## src/rtl/mem_bus_responder_pkg.sv

```systemverilog
// Shared definitions for the memory-bus responder: FSM states, region codes,
// I/O register offsets and the default address map used by datapath and RegisterFile.
package mem_bus_responder_pkg;

    localparam int          BUS_WIDTH             = 16;
    localparam logic [15:0] INSTRUCTION_MEM_DEF   = 16'h0000;
    localparam logic [15:0] INTERRUPT_CONTROL_DEF = 16'h5FFF;
    localparam logic [15:0] DATA_STACK_DEF        = 16'h6FFE;
    localparam logic [15:0] IO_MEM_DEF            = 16'hCFFD;

    localparam int IO_OUT_OFS    = 0;
    localparam int IO_IN_OFS     = 1;
    localparam int IO_STATUS_OFS = 2;

    typedef enum logic [1:0] {
        IDLE,
        ACCESS,
        WAIT,
        DONE
    } state_t;

    typedef enum logic [1:0] {
        RGN_RAM,
        RGN_REG,
        RGN_IO,
        RGN_UNMAPPED
    } region_t;

endpackage

```

## src/rtl/mem_bus_responder_if.sv

```systemverilog
// Request/acknowledge memory bus between the multicycle control unit (master)
// and the responder (slave): req/we/addr/wdata in, rdata/ack/err back.
interface mem_bus_responder_if #(
    parameter int WIDTH = 16
);
    logic             req;
    logic             we;
    logic [WIDTH-1:0] addr;
    logic [WIDTH-1:0] wdata;
    logic [WIDTH-1:0] rdata;
    logic             ack;
    logic             err;

    modport master (
        output req, we, addr, wdata,
        input  rdata, ack, err
    );

    modport slave (
        input  req, we, addr, wdata,
        output rdata, ack, err
    );
endinterface

```

## src/rtl/mem_bus_responder_sync2.sv

```systemverilog
// Two-flop synchroniser for a WIDTH-bit asynchronous input bus.
// Ports: clk, reset (async active-low), d (async in), q (synchronised out).
module mem_bus_responder_sync2 #(
    parameter int WIDTH = 16
) (
    input  logic             clk,
    input  logic             reset,
    input  logic [WIDTH-1:0] d,
    output logic [WIDTH-1:0] q
);
    logic [WIDTH-1:0] meta;

    always_ff @(posedge clk or negedge reset) begin
        if (!reset) begin
            meta <= '0;
            q    <= '0;
        end else begin
            meta <= d;
            q    <= meta;
        end
    end
endmodule

```

## src/rtl/mem_bus_responder.sv

```systemverilog
// Memory-bus target: decodes RAM / interrupt-mask / I/O / unmapped regions,
// drives a sync RAM, and answers each req with one ack (+err) pulse.
// Ports: clk, reset (async active-low), bus (slave modport), ram_* RAM port,
// int_mask, io_out, io_in.
module mem_bus_responder
    import mem_bus_responder_pkg::*;
#(
    parameter int               WIDTH             = BUS_WIDTH,
    parameter logic [WIDTH-1:0] INTERRUPT_CONTROL = INTERRUPT_CONTROL_DEF,
    parameter logic [WIDTH-1:0] IO_MEM            = IO_MEM_DEF,
    parameter int               WAIT_STATES       = 0,
    parameter bit               WRITE_PROTECT     = 1'b1
) (
    input  logic                 clk,
    input  logic                 reset,
    mem_bus_responder_if.slave   bus,
    output logic                 ram_en,
    output logic                 ram_we,
    output logic [WIDTH-1:0]     ram_addr,
    output logic [WIDTH-1:0]     ram_wdata,
    input  logic [WIDTH-1:0]     ram_rdata,
    output logic [7:0]           int_mask,
    output logic [WIDTH-1:0]     io_out,
    input  logic [WIDTH-1:0]     io_in
);
    localparam logic [WIDTH-1:0] IO_OUT_ADDR  = IO_MEM + WIDTH'(IO_OUT_OFS);
    localparam logic [WIDTH-1:0] IO_IN_ADDR   = IO_MEM + WIDTH'(IO_IN_OFS);
    localparam logic [WIDTH-1:0] IO_STAT_ADDR = IO_MEM + WIDTH'(IO_STATUS_OFS);

    state_t           state;
    region_t          region;
    region_t          reqRegion;
    logic             weQ;
    logic             protQ;
    logic [WIDTH-1:0] addrQ;
    logic [WIDTH-1:0] wdataQ;
    logic [WIDTH-1:0] holdData;
    logic [WIDTH-1:0] ioInSync;
    logic [3:0]       waitCnt;
    logic             reqProt;

    function automatic region_t decode(input logic [WIDTH-1:0] a);
        if (a == INTERRUPT_CONTROL)
            return RGN_REG;
        else if (a >= IO_MEM && a <= IO_STAT_ADDR)
            return RGN_IO;
        else if (a > IO_STAT_ADDR)
            return RGN_UNMAPPED;
        else
            return RGN_RAM;
    endfunction

    assign reqRegion = decode(bus.addr);
    // Only RAM writes into the instruction region are blocked.
    assign reqProt = WRITE_PROTECT && bus.we
                   && (reqRegion == RGN_RAM)
                   && (bus.addr < INTERRUPT_CONTROL);

    mem_bus_responder_sync2 #(.WIDTH(WIDTH)) ioSync (
        .clk   (clk),
        .reset (reset),
        .d     (io_in),
        .q     (ioInSync)
    );

    always_ff @(posedge clk or negedge reset) begin
        if (!reset) begin
            state     <= IDLE;
            region    <= RGN_RAM;
            weQ       <= 1'b0;
            protQ     <= 1'b0;
            addrQ     <= '0;
            wdataQ    <= '0;
            holdData  <= '0;
            waitCnt   <= '0;
            bus.rdata <= '0;
            bus.ack   <= 1'b0;
            bus.err   <= 1'b0;
            ram_en    <= 1'b0;
            ram_we    <= 1'b0;
            ram_addr  <= '0;
            ram_wdata <= '0;
            int_mask  <= '0;
            io_out    <= '0;
        end else begin
            ram_en  <= 1'b0;
            ram_we  <= 1'b0;
            bus.ack <= 1'b0;
            bus.err <= 1'b0;
            unique case (state)
                IDLE: begin
                    if (bus.req) begin
                        addrQ  <= bus.addr;
                        weQ    <= bus.we;
                        wdataQ <= bus.wdata;
                        region <= reqRegion;
                        protQ  <= reqProt;
                        state  <= ACCESS;
                        // Strobe is registered so it is high during ACCESS.
                        if (reqRegion == RGN_RAM) begin
                            ram_en    <= 1'b1;
                            ram_we    <= bus.we && !reqProt;
                            ram_addr  <= bus.addr;
                            ram_wdata <= bus.wdata;
                        end
                    end
                end
                ACCESS: begin
                    state <= DONE;
                    unique case (region)
                        RGN_RAM: begin
                            holdData <= wdataQ;
                            waitCnt  <= '0;
                            if (WAIT_STATES > 0)
                                state <= WAIT;
                        end
                        RGN_REG: begin
                            if (weQ) begin
                                int_mask <= wdataQ[7:0];
                                holdData <= wdataQ;
                            end else begin
                                holdData <= WIDTH'(int_mask);
                            end
                        end
                        RGN_IO: begin
                            if (addrQ == IO_OUT_ADDR) begin
                                if (weQ) io_out <= wdataQ;
                                holdData <= weQ ? wdataQ : io_out;
                            end else if (addrQ == IO_IN_ADDR) begin
                                holdData <= ioInSync;
                            end else begin
                                holdData <= WIDTH'(io_out != '0);
                            end
                        end
                        RGN_UNMAPPED: begin
                            holdData <= '0;
                        end
                    endcase
                end
                WAIT: begin
                    if (waitCnt == 4'(WAIT_STATES - 1))
                        state <= DONE;
                    else
                        waitCnt <= waitCnt + 4'd1;
                end
                DONE: begin
                    bus.ack   <= 1'b1;
                    bus.err   <= (region == RGN_UNMAPPED) || protQ;
                    bus.rdata <= (region == RGN_RAM && !weQ)
                               ? ram_rdata : holdData;
                    state     <= IDLE;
                end
            endcase
        end
    end
endmodule

```

## src/flat_wrapper.sv

```systemverilog
// flat-port wrapper written by rule: the top's interface ports become plain ports
module mem_bus_responder_flat import mem_bus_responder_pkg::*;
#(
    parameter int               WIDTH             = BUS_WIDTH,
    parameter logic [WIDTH-1:0] INTERRUPT_CONTROL = INTERRUPT_CONTROL_DEF,
    parameter logic [WIDTH-1:0] IO_MEM            = IO_MEM_DEF,
    parameter int               WAIT_STATES       = 0,
    parameter bit               WRITE_PROTECT     = 1'b1
)
  (clk, reset, ram_en, ram_we, ram_addr, ram_wdata, ram_rdata, int_mask, io_out, io_in, bus_req, bus_we, bus_addr, bus_wdata, bus_rdata, bus_ack, bus_err);
  mem_bus_responder_if #(.WIDTH(WIDTH)) bus_i ();
  input  logic clk;
  input  logic reset;
  output logic ram_en;
  output logic ram_we;
  output logic [WIDTH-1:0] ram_addr;
  output logic [WIDTH-1:0] ram_wdata;
  input  logic [WIDTH-1:0] ram_rdata;
  output logic [7:0] int_mask;
  output logic [WIDTH-1:0] io_out;
  input  logic [WIDTH-1:0] io_in;
  input wire logic [$bits(bus_i.req)-1:0] bus_req;
  input wire logic [$bits(bus_i.we)-1:0] bus_we;
  input wire logic [$bits(bus_i.addr)-1:0] bus_addr;
  input wire logic [$bits(bus_i.wdata)-1:0] bus_wdata;
  output wire logic [$bits(bus_i.rdata)-1:0] bus_rdata;
  output wire logic [$bits(bus_i.ack)-1:0] bus_ack;
  output wire logic [$bits(bus_i.err)-1:0] bus_err;
  assign bus_i.req = bus_req;
  assign bus_i.we = bus_we;
  assign bus_i.addr = bus_addr;
  assign bus_i.wdata = bus_wdata;
  assign bus_rdata = bus_i.rdata;
  assign bus_ack = bus_i.ack;
  assign bus_err = bus_i.err;
  mem_bus_responder #(.WIDTH(WIDTH), .INTERRUPT_CONTROL(INTERRUPT_CONTROL), .IO_MEM(IO_MEM), .WAIT_STATES(WAIT_STATES), .WRITE_PROTECT(WRITE_PROTECT)) u_core (.clk(clk), .reset(reset), .bus(bus_i), .ram_en(ram_en), .ram_we(ram_we), .ram_addr(ram_addr), .ram_wdata(ram_wdata), .ram_rdata(ram_rdata), .int_mask(int_mask), .io_out(io_out), .io_in(io_in));
endmodule
```

## config.mk

```make
export PLATFORM = sky130hd
export DESIGN_NAME = mem_bus_responder_flat
export DESIGN_NICKNAME = d
export VERILOG_FILES = /design/src/rtl/mem_bus_responder_pkg.sv /design/src/rtl/mem_bus_responder_if.sv /design/src/rtl/mem_bus_responder_sync2.sv /design/src/rtl/mem_bus_responder.sv /design/src/flat_wrapper.sv
export SDC_FILE = /design/constraint.sdc
export NUM_CORES = 1
export LEC_CHECK = 0
export ABC_AREA = 1
export CAP_MARGIN = 5
export CORE_MARGIN = 2
export CORE_UTILIZATION = 47
export DETAILED_ROUTE_END_ITERATION = 8
export PLACE_DENSITY = 0.74
export SETUP_SLACK_MARGIN = 0.1
export SYNTH_ARGS = -nofsm -noshare
export SYNTH_HDL_FRONTEND = slang
export SYNTH_SLANG_ARGS = --single-unit
```

## constraint.sdc

```tcl
create_clock -name clk -period 1.6 [get_ports clk]
set_input_delay 0.16 -clock clk [delete_from_list [all_inputs] [get_ports clk]]
set_output_delay 0.16 -clock clk [all_outputs]
set_load 0.03 [all_outputs]
```

==> impl_summary.txt <==
----------------------------------------------------
[Finish]
  Ratio of cells with drive above 1 in the final layout ... 23.8%
  Net total in the final layout ... 1130
  Antenna Diode Count ... 0
  Area growth from synthesis to layout ... 47.7%
  Summed area of non-filler cells in the final layout ... 0.0107 mm2

[GRT]
  Pin count of the biggest net entering global routing ... 44
  Congestion Overflow GR ... 0
  Antenna violations before repair ... 0
  Overall global routing resource usage ... 24.2%
  Number of global-route vias before repair ... 6000
  Global-route wire length before repair ... 30.6 mm

[CTS]
  TritonCTS clock tree ... yes
  Latest clock arrival within the worst-skew pair ... 0.43 ns
  Root buffer cell ... sky130_fd_sc_hd__clkbuf_16
  Post-CTS clock slew at the launch and capture registers of the worst setup and hold paths ... 0.07 ns
  Clock buffers created by TritonCTS ... 17
  Buffer depth of the longest clock path ... 2
  H-Tree Level Count ... 4
  TritonCTS Sinks ... 166

[Outcome]
  Status ... complete, no violations

[Yosys]
  Number of distinct standard cells referenced by the synthesized netlist ... 35
  Total of flip-flops plus latches after synthesis ... 166
  Synthesized netlist net count ... 909
  Share of synthesized area occupied by flip-flops and latches ... 57.2%
  Synthesized instance count ... 835
  Synth warnings ... 0
  Avg Inst Size Synth ... 8.69 um2
  Cell area after synthesis ... 0.00726 mm2

[Critical path]
  Slowest Stage Delay on Critical Path ... 0.39 ns
  Crit-path max FO ... 8
  Startpoint class of the critical path ... register
  Cells along the critical path ... inv_2 -> ha_4 -> nand2_8 -> nor2_4 -> nand2_4 -> clkbuf_16 -> nand2_2 -> nand2_1
  Critical setup path kind ... register to register
  Crit path buffers/inverters ... 2
  Flop-to-flop setup slack ... 0.04 ns
  Critical Path AT ... 1.88 ns
  Slowest cell on the critical path ... sky130_fd_sc_hd__dfrtp_1
  Critical Path End Type ... register
  Cell family with most CP delay ... simple AND/OR/NAND/NOR gates
  CP Data Required Time ... 1.92 ns
  Worst R2R Path Depth ... 8
  Crit. path cell count ... 8
  End of the worst register-to-register path ... u_core.ram_addr[13]
  Reg2reg start ... u_core.state[1]

[Timing]
  Number of endpoints with negative hold slack in the final report ... 0
  Relative slew margins ... 70.4%
  Post-route worst hold slack ... 0.106 ns
  Worst-margin pin slew ... 0.445 ns
  Clock period minus final worst setup slack ... 1.56 ns
  Max-slew violations ... 0
  Final count of negative-setup-slack endpoints ... 0
  Final clock skew ... 0.00713 ns
  Highest clock rate ... 642 MHz
  Final critical-path share of the clock period ... 97.4%
  Unrepaired setup endpoints after global routing ... yes

[Drt]
  Vias ... 6675
  DRT antenna net count ... 0
  Detailed-route DRC error count ... 0
  Wire length after detailed routing ... 20.6 mm
  Number of iterations in the first detailed-routing pass ... 6
  Routed wire length per instance ... 16.4 um
  Via-per-instance ratio ... 5.31
  Iteration-0 DRC count of the detailed router ... 569

[Worst hold path]
  Type of the worst min-delay path ... input port to register
  End point of the most critical hold path ... u_core.addrQ[12]
  Worst hold path stage count ... 3
  Launch instance of the worst min-delay path ... bus_addr[12]

[Placed design]
  Standard cell area after detailed placement ... 0.00940 mm2
  Post-DP HPWL ... 13.8 mm
  Weighted congestion reported at the end of routability-driven placement ... 0.912
  Port-buffer cells ... 143

[Pwr]
  Worst-case vdd ir drop ... 1.10 mV
  Power density over the cells ... 1820 mW/mm2
  Leakage power of the design ... 5.30 nW

[Die]
  Row Count ... 45
  Vertical extent of the die ... 128 um
  Overall die area ... 0.0165 mm2
  Die span in x ... 128 um
  Boundary Pins ... 144
  Total core area ... 0.0151 mm2
  Initial Util ... 47.9%

[Run]
  Number of max-capacitance violations reported ... 0

----------------------------------------------------
## through the flow
stage / TNS (ns) / std cells / total power, W / setup slack [ns] / util (%)
floorplan: 0 / 835 / 0.0110 / 0.115 / -
global placement: -3.63 / 1202 / 0.0142 / -0.110 / 62.1
detailed placement: -5.11 / 1202 / 0.0144 / -0.176 / 62.1
CTS: 0 / 1241 / 0.0186 / 0.0780 / 66.5
global route: -0.376 / 1257 / 0.0206 / -0.0392 / 70.8
finish: 0 / 1257 / 0.0195 / 0.0413 / 70.8
## kinds of logic after synthesis
logic type	count (synthesis)	synth area share, %
AO/OA/AOI/OAI	127	10.3
buffers and inverters	99	6.39
flip-flops	166	57.2
adder cells (fa/ha/maj)	6	1.03
AND/OR/NAND/NOR	437	25.1
## sequential cells by signal (all words and copies together), names as in the netlist
name	cells
u_core.wdataQ	16
u_core.addrQ	16
u_core.io_out	16
u_core.ioSync.meta	16
u_core.state	2
u_core.weQ	1
u_core.waitCnt	4
u_core.bus.ack	1
u_core.int_mask	8
u_core.ram_addr	16
u_core.bus.rdata	16
u_core.ram_wdata	16
u_core.ram_en	1
u_core.bus.err	1
u_core.ioSync.q	16
u_core.holdData	16
u_core.region	2
u_core.ram_we	1
u_core.protQ	1
## power breakdown
part | internal (W) | leakage (nW) | switching (W)
combinational | 0.00325 | 2.92 | 0.00502
sequential | 0.00562 | 2.06 | 0.00109
clock | 0.00285 | 0.317 | 0.00167
## worst max-delay path by stage
stage                     start                    to  slack, ns
2_1_floorplan   u_core.state[0]          u_core.protQ       0.11
3_3_place_gp       bus_addr[13]   u_core.ram_wdata[5]      -0.11
3_5_place_dp       bus_addr[12]  u_core.ram_wdata[15]      -0.18
4_1_cts         u_core.state[1]  u_core.ram_wdata[15]       0.08
5_1_grt        u_core.addrQ[13]    u_core.holdData[6]      -0.04
6_report        u_core.state[1]   u_core.ram_addr[13]       0.04
## routing by layer
| metal | global-route usage [%] | wire length (um) |
|---|---|---|
| met4 | 9.31 | 664 |
| met2 | 39.1 | 10100 |
| met3 | 5.26 | 1180 |
| met1 | 32.0 | 8690 |
| met5 | 0 | 0 |
## area by class of cell
class | count | area, um2
flip-flops and latches | 166 | 4160
well taps | 188 | 235
clock inverters | 12 | 198
repair buffers | 240 | 2390
multi-input cells | 570 | 3050
fillers | 1098 | 4420
clock buffers | 20 | 457
inverters | 61 | 239
## cell usage in the layout, fill, tap and decap left out, drive strengths merged, types with 25 or more instances in the layout
| cell type | instances |
|---|---|
| nand3 | 58 |
| clkdlybuf4s50 | 65 |
| nor2 | 64 |
| clkbuf | 25 |
| dfrtp | 166 |
| buf | 92 |
| inv | 61 |
| dlygate4sd2 | 76 |
| o21ai | 71 |
| nand2 | 305 |
## worst min-delay path: stages
cell and delay, ns:
sky130_fd_sc_hd__dlymetal6s2s_1 0.19, sky130_fd_sc_hd__nand2_1 0.10, sky130_fd_sc_hd__nand2_1 0.04
## cells in the mapped netlist (all sizes together)
cell type,number,area (um2)
a22o,1,8.76
a211oi,4,30.0
nor2,64,299
dfrtp,166,4150
nand3b,1,7.51
buf,27,194
or2,1,6.26
a21boi,5,37.5
clkbuf,11,41.3
nand4,5,31.3
nand2,305,1160
o21ai,71,397
a32oi,3,26.3
nor3,3,20.0
o22ai,1,6.26
inv,60,225
a21oi,24,120
nand3,58,295
clkinv,1,3.75
a31oi,18,119
ha,6,75.1
## timing repair
action	4_1_cts	5_1_grt
buffers inserted	6	10
setup endpoints to repair	152	88
hold buffers	1	0
hold endpoints to repair	38	0
resized for setup	94	129
cloned	0	6
pin swaps	9	21
(Power assumes the default switching activity.)
